**config.mk**
```make
export PLATFORM = sky130hd
export DESIGN_NAME = shortread_scheduler
export DESIGN_NICKNAME = d
export VERILOG_FILES = /design/src/rtl/shortread_scheduler.sv
export SDC_FILE = /design/constraint.sdc
export NUM_CORES = 1
export LEC_CHECK = 0
export ABC_AREA = 1
export ABC_CLOCK_PERIOD_IN_PS = 2300
export BUFFER_PORTS_ARGS = -buffer_cell sky130_fd_sc_hd__buf_4
export CORE_MARGIN = 4
export CORE_UTILIZATION = 52
export DETAILED_ROUTE_END_ITERATION = 8
export GPL_TIMING_DRIVEN = 1
export PLACE_DENSITY = 0.73
export SYNTH_ARGS = -nofsm -noshare
export SYNTH_HDL_FRONTEND = slang
export SYNTH_SLANG_ARGS = --single-unit
```
**constraint.sdc**
```tcl
create_clock -name clk -period 2.3 [get_ports clk]
set_input_delay 0.69 -clock clk [delete_from_list [all_inputs] [get_ports clk]]
set_output_delay 0.69 -clock clk [all_outputs]
set_load 0.05 [all_outputs]
```
**src/rtl/shortread_scheduler.sv**
```systemverilog
// shortread_scheduler: queues 10-base short reads and issues them one at a time to the match engine.
// Define SHORTREAD_SCHED_RC_PASS_EN to add the reverse-complement retry pass after a forward miss.
module shortread_scheduler #(
    parameter int FIFO_DEPTH = 4,
    parameter int TIMEOUT    = 63
) (
    input  logic        clk,
    input  logic        reset,
    input  logic [19:0] read_in,
    input  logic        read_valid,
    output logic        read_ready,
    output logic [19:0] eng_shortread,
    output logic        eng_start,
    input  logic        eng_done,
    input  logic        eng_found,
    input  logic [7:0]  eng_index,
    output logic        res_valid,
    input  logic        res_ready,
    output logic [7:0]  res_index,
    output logic [3:0]  res_id,
    output logic [1:0]  res_status,
    output logic        busy
);

    localparam int              PW         = $clog2(FIFO_DEPTH);
    localparam logic [PW:0]     FULL_COUNT = FIFO_DEPTH[PW:0];
    localparam logic [7:0]      WD_LAST    = 8'(TIMEOUT - 1);

    typedef enum logic [2:0] {
        S_IDLE     = 3'd0,
        S_ISSUE    = 3'd1,
        S_WAIT     = 3'd2,
`ifdef SHORTREAD_SCHED_RC_PASS_EN
        S_RC_ISSUE = 3'd3,
        S_RC_WAIT  = 3'd4,
`endif
        S_RESULT   = 3'd5
    } state_t;

    typedef enum logic [1:0] {
        ST_FWD_HIT = 2'b00,
        ST_RC_HIT  = 2'b01,
        ST_MISS    = 2'b10,
        ST_TIMEOUT = 2'b11
    } status_t;

    state_t      state, state_nxt;
    status_t     status_nxt;
    logic [7:0]  index_nxt;
    logic        push, pop, res_load, in_wait, wd_expired;
    logic [23:0] fifo_mem [FIFO_DEPTH];
    logic [PW-1:0] wr_ptr, rd_ptr;
    logic [PW:0] count;
    logic [3:0]  id_ctr, work_id;
    logic [7:0]  wd;

    assign push       = read_valid && read_ready;
    assign read_ready = (count != FULL_COUNT);
    assign busy       = (state != S_IDLE) || (count != '0);
    assign res_valid  = (state == S_RESULT);
    // wd counts completed WAIT cycles, so the TIMEOUT-th WAIT cycle is the last one honoured.
    assign wd_expired = (wd == WD_LAST);

`ifdef SHORTREAD_SCHED_RC_PASS_EN
    logic        rc_load;
    logic [19:0] rc_read;

    assign in_wait = (state == S_WAIT) || (state == S_RC_WAIT);

    always_comb begin
        rc_read = '0;
        for (int i = 0; i < 10; i++) begin
            rc_read[2*i +: 2] = ~eng_shortread[2*(9-i) +: 2];
        end
    end
`else
    assign in_wait = (state == S_WAIT);
`endif

    always_ff @(posedge clk) begin
        if (reset) state <= S_IDLE;
        else       state <= state_nxt;
    end

    // NOTE: every output of this block gets a default first, so no path can infer a latch.
    always_comb begin
        state_nxt  = state;
        pop        = 1'b0;
        eng_start  = 1'b0;
        res_load   = 1'b0;
        status_nxt = ST_MISS;
        index_nxt  = 8'hFF;
`ifdef SHORTREAD_SCHED_RC_PASS_EN
        rc_load    = 1'b0;
`endif
        case (state)
            S_IDLE: begin
                if (count != '0) begin
                    pop       = 1'b1;
                    state_nxt = S_ISSUE;
                end
            end
            S_ISSUE: begin
                eng_start = 1'b1;
                state_nxt = S_WAIT;
            end
            S_WAIT: begin
                if (eng_done && eng_found) begin
                    res_load   = 1'b1;
                    status_nxt = ST_FWD_HIT;
                    index_nxt  = eng_index;
                    state_nxt  = S_RESULT;
                end else if (eng_done) begin
`ifdef SHORTREAD_SCHED_RC_PASS_EN
                    rc_load    = 1'b1;
                    state_nxt  = S_RC_ISSUE;
`else
                    res_load   = 1'b1;
                    state_nxt  = S_RESULT;
`endif
                end else if (wd_expired) begin
                    res_load   = 1'b1;
                    status_nxt = ST_TIMEOUT;
                    state_nxt  = S_RESULT;
                end
            end
`ifdef SHORTREAD_SCHED_RC_PASS_EN
            S_RC_ISSUE: begin
                eng_start = 1'b1;
                state_nxt = S_RC_WAIT;
            end
            S_RC_WAIT: begin
                if (eng_done && eng_found) begin
                    res_load   = 1'b1;
                    status_nxt = ST_RC_HIT;
                    index_nxt  = eng_index;
                    state_nxt  = S_RESULT;
                end else if (eng_done) begin
                    res_load   = 1'b1;
                    state_nxt  = S_RESULT;
                end else if (wd_expired) begin
                    res_load   = 1'b1;
                    status_nxt = ST_TIMEOUT;
                    state_nxt  = S_RESULT;
                end
            end
`endif
            S_RESULT: begin
                if (res_ready) state_nxt = S_IDLE;
            end
            default: state_nxt = S_IDLE;
        endcase
    end

    // NOTE: the queue storage is not reset; only the pointers and count define what is valid.
    always_ff @(posedge clk) begin
        if (push) fifo_mem[wr_ptr] <= {id_ctr, read_in};
    end

    // NOTE: all state here uses non-blocking assignments so every register samples pre-edge values.
    always_ff @(posedge clk) begin
        if (reset) begin
            wr_ptr        <= '0;
            rd_ptr        <= '0;
            count         <= '0;
            id_ctr        <= '0;
            work_id       <= '0;
            wd            <= '0;
            eng_shortread <= '0;
            res_index     <= 8'hFF;
            res_id        <= '0;
            res_status    <= '0;
        end else begin
            if (push) begin
                wr_ptr <= wr_ptr + 1'b1;
                id_ctr <= id_ctr + 4'd1;
            end
            if (pop) begin
                rd_ptr                   <= rd_ptr + 1'b1;
                {work_id, eng_shortread} <= fifo_mem[rd_ptr];
            end
            case ({push, pop})
                2'b10:   count <= count + 1'b1;
                2'b01:   count <= count - 1'b1;
                default: count <= count;
            endcase
            if (eng_start)    wd <= '0;
            else if (in_wait) wd <= wd + 8'd1;
`ifdef SHORTREAD_SCHED_RC_PASS_EN
            if (rc_load) eng_shortread <= rc_read;
`endif
            if (res_load) begin
                res_index  <= index_nxt;
                res_status <= status_nxt;
                res_id     <= work_id;
            end
        end
    end

endmodule

```
# --- Word-level counts from Yosys, hierarchy flattened ---
# Memory sizes are Yosys's and may differ from the RTL's. A register that Yosys moved wholly into a read port is not among the register bits.
# Index checks and enable logic that the tools add are counted.
word_totals:
  memories: 1
  regBits: 36
  ramBits: 96
  word_cells: 57
op_classes:
  muxes: 22
  eq_ne: 10
  addsub: 6
  reduce_logical: 9
mem_list:
  columns: ["memory", "depth", "width", "read_ports", "rd_ports_with_merged_regs", "write_ports", "line_no", "rtl"]
  rows:
  - ["fifo_mem", 4, 24, 1, 1, 1, "51", "logic [23:0] fifo_mem [FIFO_DEPTH];"]
op_table:
  columns: ["op", "count"]
  rows:
  - ["2-to-1 mux 8 bit", 2]
  - ["2-to-1 mux 3 bit", 5]
  - ["case mux 3 bit (4 select lines)", 1]
  - ["2-to-1 mux 1 bit", 11]
  - ["adder 8 x 1 -> 8 bit, second input constant", 1]
  - ["equality test 8 x 6 -> 1 bit, second input constant", 1]
  - ["case mux 3 bit (2 select lines)", 1]
  - ["nonzero test 3 bit", 2]
  - ["adder 2 x 1 -> 2 bit, second input constant", 2]
  - ["adder 4 x 1 -> 4 bit, second input constant", 1]
  - ["2-to-1 mux 2 bit", 2]
  - ["!= test 4 x 2 -> 1 bit, second input constant", 1]
  - ["adder 3 x 1 -> 3 bit, second input constant", 1]
  - ["equality test 3 x 1 -> 1 bit, second input constant", 1]
  - ["equality test 3 x 2 -> 1 bit, second input constant", 1]
  - ["equality test 3 bit, second input constant", 1]
  - ["zero test 3 bit", 1]
  - ["!= test 3 bit, second input constant", 1]
  - ["AND reduction 3 bit", 1]
  - ["subtractor 3 x 1 -> 3 bit, second input constant", 1]
  - ["equality test 2 x 1 -> 1 bit, second input constant", 1]
  - ["equality test 2 bit, second input constant", 1]
  - ["logical AND 1 bit", 2]
  - ["!= test 2 x 1 -> 1 bit, second input constant", 1]
  - ["4 further kinds", 4]

# --- Logic depth before layout (Yosys ltp) ---
# Gate-level depths: netlist of the first run.
depth:
  depth_word: 5
  ltp_mapped: 12
  ltp_nobuf: 11

# --- Worst setup path before layout of the first run ---
# No wires, ideal clock.
synth_path:
  kind: "reg2reg"
  startpoint: "register count[1]"
  endpoint: "memory fifo_mem[0][0] (enable)"
  required_ps: 1895
  t_arrival_ps: 2226
  stages_incl_launch_ff: 6
  period_less_slack_ps: 2631
  setup_slack_ps: -331
  path_buffers: 1
  path_cell_list: "dfxtp_1 -> inv_1 -> nand3_1 -> nand2_1 -> buf_2 -> nor2_1"
synth_between:
  elab_chain_cells: 4
synth_lines:
  columns: ["element", "line_no", "rtl"]
  rows:
  - ["start, declared", "53", "logic [PW:0] count;"]
  - ["start signal, assigned", "183", "2'b10: count <= count + 1'b1;"]
  - ["start signal, assigned", "184", "2'b01: count <= count - 1'b1;"]
  - ["start signal, assigned", "185", "default: count <= count;"]
  - ["!= test 3 bit", "58", "assign read_ready = (count != FULL_COUNT);"]
  - ["via read_ready", "11", "output logic read_ready,"]
  - ["logical AND 1 bit", "57", "assign push = read_valid && read_ready;"]
  - ["2-to-1 mux 1 bit", "157", "if (push) fifo_mem[wr_ptr] <= {id_ctr, read_in};"]
  - ["2-to-1 mux 1 bit (not written as such)", "157", null]
  - ["end, declared", "51", null]
# The timed path passes the listed nets, and every way through them passes these cells.

# --- Worst setup path in the final report of the first run ---
layout_path:
  startpoint: "register state[0]"
  endpoint: "output busy"
layout_between:
  elab_chain_cells: 2
layout_lines:
  columns: ["element", "line_no", "rtl"]
  rows:
  - ["start, declared", "47", "state_t state, state_nxt;"]
  - ["start signal, assigned", "82", "else state <= state_nxt;"]
  - ["nonzero test 3 bit", "59", "assign busy = (state != S_IDLE) || (count != '0);"]
  - ["logical OR 1 bit", "59", null]
  - ["end, declared", "22", "output logic busy"]
# No other way between the ends.

==> out/results.ini, run 1 <==
[place]
place_congestion=0.7789
place_hpwl_um=7535
portBuffers=71
placed_cell_area_um2=6842

[cts]
cts_setup_buffers=0
tritoncts=built
cts.sinks=156
clk_pin_slew_ps=60
clk_path_buf_depth=2
htree_levels=4
cts_root_buf=clkbuf_16
hold_buffers=0
numCtsBuffers=17
insertion_delay_ps=420

[worst_setup_path]
worstPathMaxFanout=4
worst_setup_path_start_kind=flip-flop
crit_required_ps=1610
path_class=flip-flop to output port
critPathCaptureType=output port
r2r_slack_ps=310
crit_arrival_ps=1500

[power_and_ir_drop]
finalPower_mw=9.931
p_leak_nw=2.883
p_per_area_nw_per_um2=1341
peakVddDrop_uv=1161

[floorplanning]
rows=39
die_width_um=117.3
die_h_um=117.3
core-area_um2=11560
start_util_pct=53.67
io_pins=72
die-area_um2=13750

[min_path]
hold_path_class=flip-flop to flip-flop

[sta]
maxSlewViolCount=0
period_minus_slack_ps=2186
hold_viol=0
tightest_slew_ps=752.8
fmax_mhz=457.4
fin_skew_ps=11.33
rsz0062_at_grt=no
period_share_pct=95.06
finalSetupViolCount=0
setup_tns_ps=0
max_slew_margin_pct=49.74

[global_route]
grt_pass1_vias=4191
grt_pass1_wl_um=19990
grt.total_usage_pct=19.10
grt_overflow=0
antenna_found_initial=0
grt_max_degree=52

[logic_synthesis]
syn-instance-count=562
syn-cell-area_um2=6207
synth_edf_count=96
synth_nets=605
synthFlopType=edfxtp_1
ys_top_cells_by_area=edfxtp_1 (46%), dfxtp_1 (19%), o21ai_0 (5.1%)
syn_area_per_cell_um2=11.04
yosysTopAreaCell=edfxtp_1
ys_seq_area_share_pct=65.79
synth_top_area_share_pct=46.44
synth_warnings=0
async_reset_ff_share_pct=0
synth_cell_type_count=27
ys_ff_latch=156

[final_layout]
diodes=0
final_nets=676
drive_gt1_share_pct=23.07
fillCellCount=888
area_delta_synth_final_pct=19.33
ff_latch_area_um2=4084
fin_util_pct=64.05
multiInputGateArea_um2=1732
design_area_um2=7407

[drt]
post-route-drc-count=0
wl_per_cell_um=15.80
antenna_left=0
routed_wirelength_um=12470
first_iter_violations=252
first_pass_iters=5
num_vias=4222
via_per_inst=5.351

[status]
outcome=finished clean

[job]
cap_violations=0

==> state kept, by name, summed over array words and instances (netlist names) <==
register and cells:
eng_shortread 20, count 3, wd 8, res_id 4
id_ctr 4, res_status 2, state 3, wr_ptr 2
work_id 4, fifo_mem 96, res_index 8, rd_ptr 2
==> synthesized netlist by cell type (5+ instances only) <==
| library cell | number |
|---|---|
| nand2_2 | 5 |
| buf_6 | 6 |
| a21oi_2 | 18 |
| clkbuf_1 | 12 |
| o211ai_1 | 8 |
| ha_1 | 8 |
| nand3_1 | 22 |
| edfxtp_1 | 96 |
| nor2_1 | 66 |
| inv_1 | 59 |
| buf_4 | 5 |
| o21ai_1 | 24 |
| o22ai_1 | 24 |
| buf_2 | 5 |
| o21ai_0 | 63 |
| dfxtp_1 | 60 |
| a21oi_1 | 30 |
| nand2_1 | 34 |
==> worst max-delay path: stages, from the launching register on <==
cell,delay [ps]
dfxtp_1,360
nor2_4,160
nand2_2,130
nor2_2,180
inv_1,70
buf_4,190
==> metal layers <==
metal / share of wire (%) / wire length, um / GRT usage (%) / vias to the layer above
met5: 0 / 0 / 0 / -
met4: 0.95 / 119 / 6.346 / 0
met3: 5.1 / 633 / 5.964 / 12
met2: 52 / 6427 / 33.63 / 105
met1: 42 / 5289 / 22.11 / 2010
li1: - / - / - / 2095
==> placed cells by master, fill, tap and decap left out, types with 2 or more instances in the layout <==
cell type   instances
edfxtp_1           96
buf_4              80
o21ai_0            63
nor2_1             61
dfxtp_1            60
inv_1              59
nand2_1            34
a21oi_1            30
o21ai_1            24
o22ai_1            24
nand3_1            21
a21oi_2            18
clkbuf_16          17
o211ai_1            8
ha_1                8
nand2_2             5
nor2_2              5
nor2_4              4
nor3_1              3
clkinv_4            3
inv_6               3
nand2_4             2
inv_2               2
or2_0               2
inv_8               2
clkinv_1            2
clkinvlp_4          2
clkinv_2            2
==> cell type report <==
cell class | count | area share (%)
flip-flops and latches | 156 | 55.14
multi-input cells | 316 | 23.38
repair buffers | 81 | 8.378
clock buffers | 17 | 5.743
inverters | 61 | 3.091
well taps | 143 | 2.416
clock inverters | 15 | 1.858
==> metrics by stage <==
stage,setup WS (ps),instances,hold slack (ps)
final,113.7,789,466.7
after global routing,16.06,789,452.5
after CTS,32.51,789,455.0
after detailed placement,219.5,757,460.6
after global placement,277.5,757,454.5
after floorplan,-99.45,562,458.5
==> kinds of logic after synthesis <==
| family | synth area share (%) |
|---|---|
| xor+xnor | 0.1411 |
| fa+ha+maj | 1.935 |
| flops | 65.79 |
| buf+inv | 6.591 |
| compound gates | 15.36 |
| simple gates | 10.18 |
==> what timing repair did <==
action / CTS / global route
hold endpoints to repair: 0 / 0
resized for setup: 0 / 1
setup endpoints to repair: 0 / 1
==> power by group <==
group / switching, mW / internal, mW / leakage (nW)
sequential: 0.241 / 3.52 / 1.38
clock: 1.13 / 1.50 / 0.273
combinational: 2.53 / 1.01 / 1.23
==> worst paths after layout <==
kind              cells past startpoint            end     startpoint
hold reg to reg                       2  res_status[0]  res_status[0]
hold / removal                        2  res_status[0]  res_status[0]
setup / recovery                      5           busy       state[0]
setup reg to reg                     10       count[2]       state[0]
No activity file was read; power rests on OpenSTA's default activity.
==> run 2: changes to the inputs <==
--- a/config.mk
+++ b/config.mk
@@ -12,6 +12,7 @@
 export CORE_UTILIZATION = 52
 export DETAILED_ROUTE_END_ITERATION = 8
 export GPL_TIMING_DRIVEN = 1
+export MAX_ROUTING_LAYER = met4
 export PLACE_DENSITY = 0.73
 export SYNTH_ARGS = -nofsm -noshare
 export SYNTH_HDL_FRONTEND = slang
==> constraint.sdc (replaced) <==
create_clock -name clk -period 2.3 [get_ports clk]
set_input_delay 0.115 -clock clk [delete_from_list [all_inputs] [get_ports clk]]
set_output_delay 0.115 -clock clk [all_outputs]
set_load 0.05 [all_outputs]
==> run 2 against run 1 <==
  * Register-to-register slack about the same
  * Die area unchanged
  * Hold slack got worse by 440 ps
  * Clock skew decreased by 3.1 ps
  * Final cell count increased by 3.7%
  * Core utilization increased by 2.5 points
  * Largest power group unchanged
==> out/results.ini, run 2 (same netlist as run 1, synthesis figures left out) <==
[status]
outcome=finished clean

[global_route]
grt_max_degree=52
busiest_layer=met2
met2_usage_pct=34.50
antenna_found_initial=0
grt_overflow=0
grt.total_usage_pct=19.78
grtUsageMet3_pct=4.010
grt_pass1_wl_um=20130
grtUsageMet1_pct=21.84
grt_pass1_vias=4281

[power_and_ir_drop]
combPwrFrac_pct=35.7
p_leak_nw=3.000
p_int_mw=6.192
peakVddDrop_uv=794.9
p_sw_share_pct=37.68
clkPwrFrac_pct=26.5
p_per_area_nw_per_um2=1292
pwr-share-seq_pct=37.8
p_switching_mw=3.744

[floorplanning]
start_util_pct=53.67
rows=39
die_width_um=117.3
die-area_um2=13750
io_pins=72
core-area_um2=11560
die_h_um=117.3

[final_layout]
design_area_um2=7692
mostFrequentLayoutCells=edfxtp_1 (96), buf_4 (81), o21ai_0 (63)
mostFrequentLayoutCell=edfxtp_1
final_nets=706
largest_register_ffs=96
area_delta_synth_final_pct=23.93
diodes=0
drive_gt1_share_pct=21.19
top_regs=fifo_mem: 96 flops, eng_shortread: 20 flops
fillCellCount=850
largest-register=fifo_mem

[worst_setup_path]
path_class=flip-flop to flip-flop
worst_setup_path_start_kind=flip-flop
path_delay_family=compound AO/OA/AOI/OAI gates
crit_arrival_ps=2280
cp_slowest_cell=fa_1
crit_required_ps=2590
critPathMaxStageDelay_ps=390
crit_chain=nor2_4 -> nand2_2 -> nor2_8 -> ha_1 -> inv_1 -> fa_1 -> a21oi_1 -> o21ai_0 -> o21ai_0 -> a21oi_1
worstPathBufferInverterCount=1
worstPathMaxFanout=4
critPathCaptureType=flip-flop

[drt]
routed_wirelength_um=12270
antenna_left=0
num_vias=4329
first_iter_violations=192
first_pass_iters=4
wl_per_cell_um=15.00
post-route-drc-count=0
via_per_inst=5.292

[sta]
setup_ws_ps=312.6
fmax_mhz=503.2
period_minus_slack_ps=1987
hold_viol=0
finalSetupViolCount=0
rsz0062_at_grt=no
max_slew_margin_pct=49.70
maxSlewViolCount=0
fin_hold_ws_ps=28.36
period_share_pct=86.41
tightest_slew_ps=753.5
fin_skew_ps=8.214

[cts]
cts.sinks=156
numCtsBuffers=17
cts_root_buf=clkbuf_16
post_cts_resized=0
insertion_delay_ps=410
htree_levels=4
clk_pin_slew_ps=60
clk_path_buf_depth=2
tritoncts=built

[place]
dp_slack_ps=341.6
placed_cell_area_um2=6829
portBuffers=71
place_hpwl_um=7419
place_congestion=0.8107

[job]
cap_violations=0

[min_path]
hold_path_class=primary input to flip-flop

[run 2: cell types whose count changed in the layout (fill, tap and decap cells not counted), sizes merged]
cell / delta
bufinv: +1
clkbuf: +6
clkinv: -4
clkinvlp: +1
dlygate4sd3: +30
inv: -5
[run 2: worst paths after layout]
check | from | slack (ps) | depth (start not counted) | end
worst max register to register | state[2] | 310 | 10 | count[2]
worst min-delay path | eng_done | 30 | 4 | res_status[0]
worst max-delay path | state[2] | 310 | 10 | count[2]
worst min register to register | res_status[1] | 460 | 2 | res_status[1]
[run 2: metal layers]
| layer | part of all wire [%] | wire [um] | vias up |
|---|---|---|---|
| met5 | 0 | 0 | - |
| met2 | 52 | 6354 | 111 |
| li1 | - | - | 2154 |
| met1 | 41 | 5029 | 2049 |
| met4 | 1.5 | 187 | 0 |
| met3 | 5.7 | 701 | 15 |
[run 2: metrics by stage]
| step | power, mW | TNS, ps | instances | util, % |
|---|---|---|---|---|
| after floorplan | 6.528 | -9547 | 562 | - |
| after global placement | 7.208 | 0 | 757 | 59.05 |
| after detailed placement | 7.335 | 0 | 757 | 59.05 |
| after CTS | 10.02 | 0 | 818 | 66.52 |
| after global routing | 10.50 | 0 | 818 | 66.52 |
| final | 9.936 | 0 | 818 | 66.52 |
[run 2: power groups by stage]
| stage | Clock, mW | Sequential, mW | Combinational, mW |
|---|---|---|---|
| 2_1_floorplan | 0 | 4.49 | 2.04 |
| 3_3_place_gp | 0 | 3.79 | 3.42 |
| 3_5_place_dp | 0 | 3.81 | 3.52 |
| 4_1_cts | 2.69 | 3.76 | 3.57 |
| 5_1_grt | 2.81 | 3.80 | 3.89 |
| 6_report | 2.64 | 3.75 | 3.54 |
[run 2: area by class of cell]
| type | count | area, um2 | area share [%] |
|---|---|---|---|
| clock buffers | 23 | 467.9 | 6.083 |
| clock inverters | 8 | 95.09 | 1.236 |
| repair buffers | 111 | 908.4 | 11.81 |
| multi-input cells | 316 | 1729 | 22.48 |
| well taps | 143 | 178.9 | 2.326 |
| inverters | 61 | 229.0 | 2.977 |
| flip-flops and latches | 156 | 4084 | 53.09 |
[run 2: tightest hold or removal path, delay by kind of cell]
family | cells | cell delay [ps]
AOI/OAI and AO/OA | 1 | 60
buffers and inverters | 1 | 90
and+or+nand+nor | 2 | 120
[run 2: timing repair]
item	in CTS	in global routing
hold buffers	30	0
endpoints found under the setup margin	0	0
setup buffers	0	0
hold endpoints to repair	98	0
==> run 3: changes to the inputs <==
--- a/config.mk
+++ b/config.mk
@@ -8,12 +8,13 @@
 export ABC_AREA = 1
 export ABC_CLOCK_PERIOD_IN_PS = 2300
 export BUFFER_PORTS_ARGS = -buffer_cell sky130_fd_sc_hd__buf_4
+export CAP_MARGIN = 10
 export CORE_MARGIN = 4
 export CORE_UTILIZATION = 52
 export DETAILED_ROUTE_END_ITERATION = 8
 export GPL_TIMING_DRIVEN = 1
 export MAX_ROUTING_LAYER = met4
-export PLACE_DENSITY = 0.73
+export PLACE_DENSITY = 0.75
 export SYNTH_ARGS = -nofsm -noshare
 export SYNTH_HDL_FRONTEND = slang
 export SYNTH_SLANG_ARGS = --single-unit
==> run 3 against run 2 <==
  * Cell area up 0.70%
  * Critical path depth unchanged
  * First-iteration DRC count rose by 40%
  * Sequential power increased by 2%
  * Count of clock-buffer cells in the layout shrank 1
  * Clock power hardly changed
==> out/results.ini, run 3 (same netlist as run 1, synthesis figures left out) <==
[global_route]
grt_pass1_wl_um=20500
antenna_found_initial=0
grt.total_usage_pct=20.38
grt_max_degree=52
grt_overflow=0
grt_pass1_vias=4247

[sta]
setup_tns_ps=0
fin_skew_ps=8.743
tightest_slew_ps=787.5
period_minus_slack_ps=2075
hold_viol=0
period_share_pct=90.22
rsz0062_at_grt=no
fmax_mhz=481.9
finalSetupViolCount=0
maxSlewViolCount=0
setup_ws_ps=224.9
max_slew_margin_pct=47.42

[cts]
cts_root_buf=clkbuf_16
htree_levels=4
clk_pin_slew_ps=60
cts.sinks=156
clk_path_buf_depth=2
numCtsBuffers=17
hold_buffers=31
insertion_delay_ps=420
post_cts_resized=0
cts_setup_buffers=0
tritoncts=built

[place]
place_congestion=0.7743
dp_slack_ps=296.5
portBuffers=71
place_hpwl_um=7701
dp.cells=756

[worst_setup_path]
crit_arrival_ps=2380
worstPathMaxFanout=4
worst_setup_path_start_kind=flip-flop
cp_slowest_cell=fa_1
cp-startpoint=state[0]
crit_required_ps=2600
worstRegToRegCells=10
crit_end=count[2]
rr_endpoint=count[2]
r2r-start=state[0]
critPathMaxStageDelay_ps=380
r2r_slack_ps=220
crit_chain=nor2_4 -> nand2_2 -> nor2_8 -> ha_1 -> inv_1 -> fa_1 -> a21oi_1 -> o21ai_0 -> o21ai_0 -> a21oi_1
path_class=flip-flop to flip-flop
critPathCaptureType=flip-flop

[floorplanning]
start_util_pct=53.67
rows=39
die_h_um=117.3
core-area_um2=11560
io_pins=72
die_width_um=117.3
die-area_um2=13750

[final_layout]
final_nets=706
largest-register=fifo_mem
mostFrequentLayoutCells=edfxtp_1 (96), buf_4 (75), o21ai_0 (63)
area_delta_synth_final_pct=24.79
instances_no_fill=818
top_regs=fifo_mem: 96 flops, eng_shortread: 20 flops
fillCellCount=832
multiInputGateArea_um2=1729
ff_latch_area_um2=4085
mostFrequentLayoutCell=edfxtp_1
drive_gt1_share_pct=21.48
largest_register_ffs=96
diodes=0

[drt]
first_iter_violations=269
post-route-drc-count=0
antenna_left=0
num_vias=4367
first_pass_iters=4
routed_wirelength_um=12950
wl_per_cell_um=15.83
via_per_inst=5.339

[power_and_ir_drop]
p_leak_nw=3.021
p_per_area_nw_per_um2=1292
peakVddDrop_uv=814.2
finalPower_mw=10.01

[status]
outcome=finished clean

[job]
cap_violations=0

[min_path]
min_delay_path_depth=4
hold_path_class=primary input to flip-flop

-- run 3: worst min path at each step --
stage | startpoint | endpoint
floorplan | read_in[0] | fifo_mem[0][0]
global placement | read_in[10] | fifo_mem[3][10]
detailed placement | read_in[4] | fifo_mem[0][4]
CTS | res_ready | state[0]
global route | res_ready | state[0]
finish | res_ready | state[0]
-- run 3: where the power goes --
part / switching (mW) / internal (mW)
sequential: 0.298 / 3.52
combinational: 2.52 / 1.07
clock: 1.06 / 1.54
-- run 3: area by class of cell --
class                   count  share of cell area [%]
flip-flops and latches    156                   52.74
well taps                 143                   2.310
repair buffers            111                   12.57
clock inverters             9                   1.115
multi-input cells         316                   22.32
inverters                  61                   2.956
clock buffers              22                   5.993
-- run 3: stage by stage --
stage               hold slack, ps  cell area, um2  utilization [%]
floorplan                    213.9            6212                -
global placement             314.5            6885            59.54
detailed placement           317.6            6885            59.54
CTS                          4.432            7746            66.98
global route                 35.83            7746            66.98
finish                       19.80            7746            66.98
-- run 3: per-layer routing --
metal | GRT usage (%) | vias to the layer above | routed length (um)
li1 | - | 2153 | -
met1 | 23.72 | 2079 | 5518
met2 | 33.22 | 107 | 6484
met3 | 4.422 | 28 | 595
met5 | - | - | 0
met4 | 10.55 | 0 | 350
-- run 3: critical path: cells and delay by family (launching register included) --
kind                       cells  cell delay, ps
adders and majority gates      2             530
AOI/OAI and AO/OA              4             590
and+or+nand+nor                3             410
DFF                            1             360
buffers and inverters          1              70
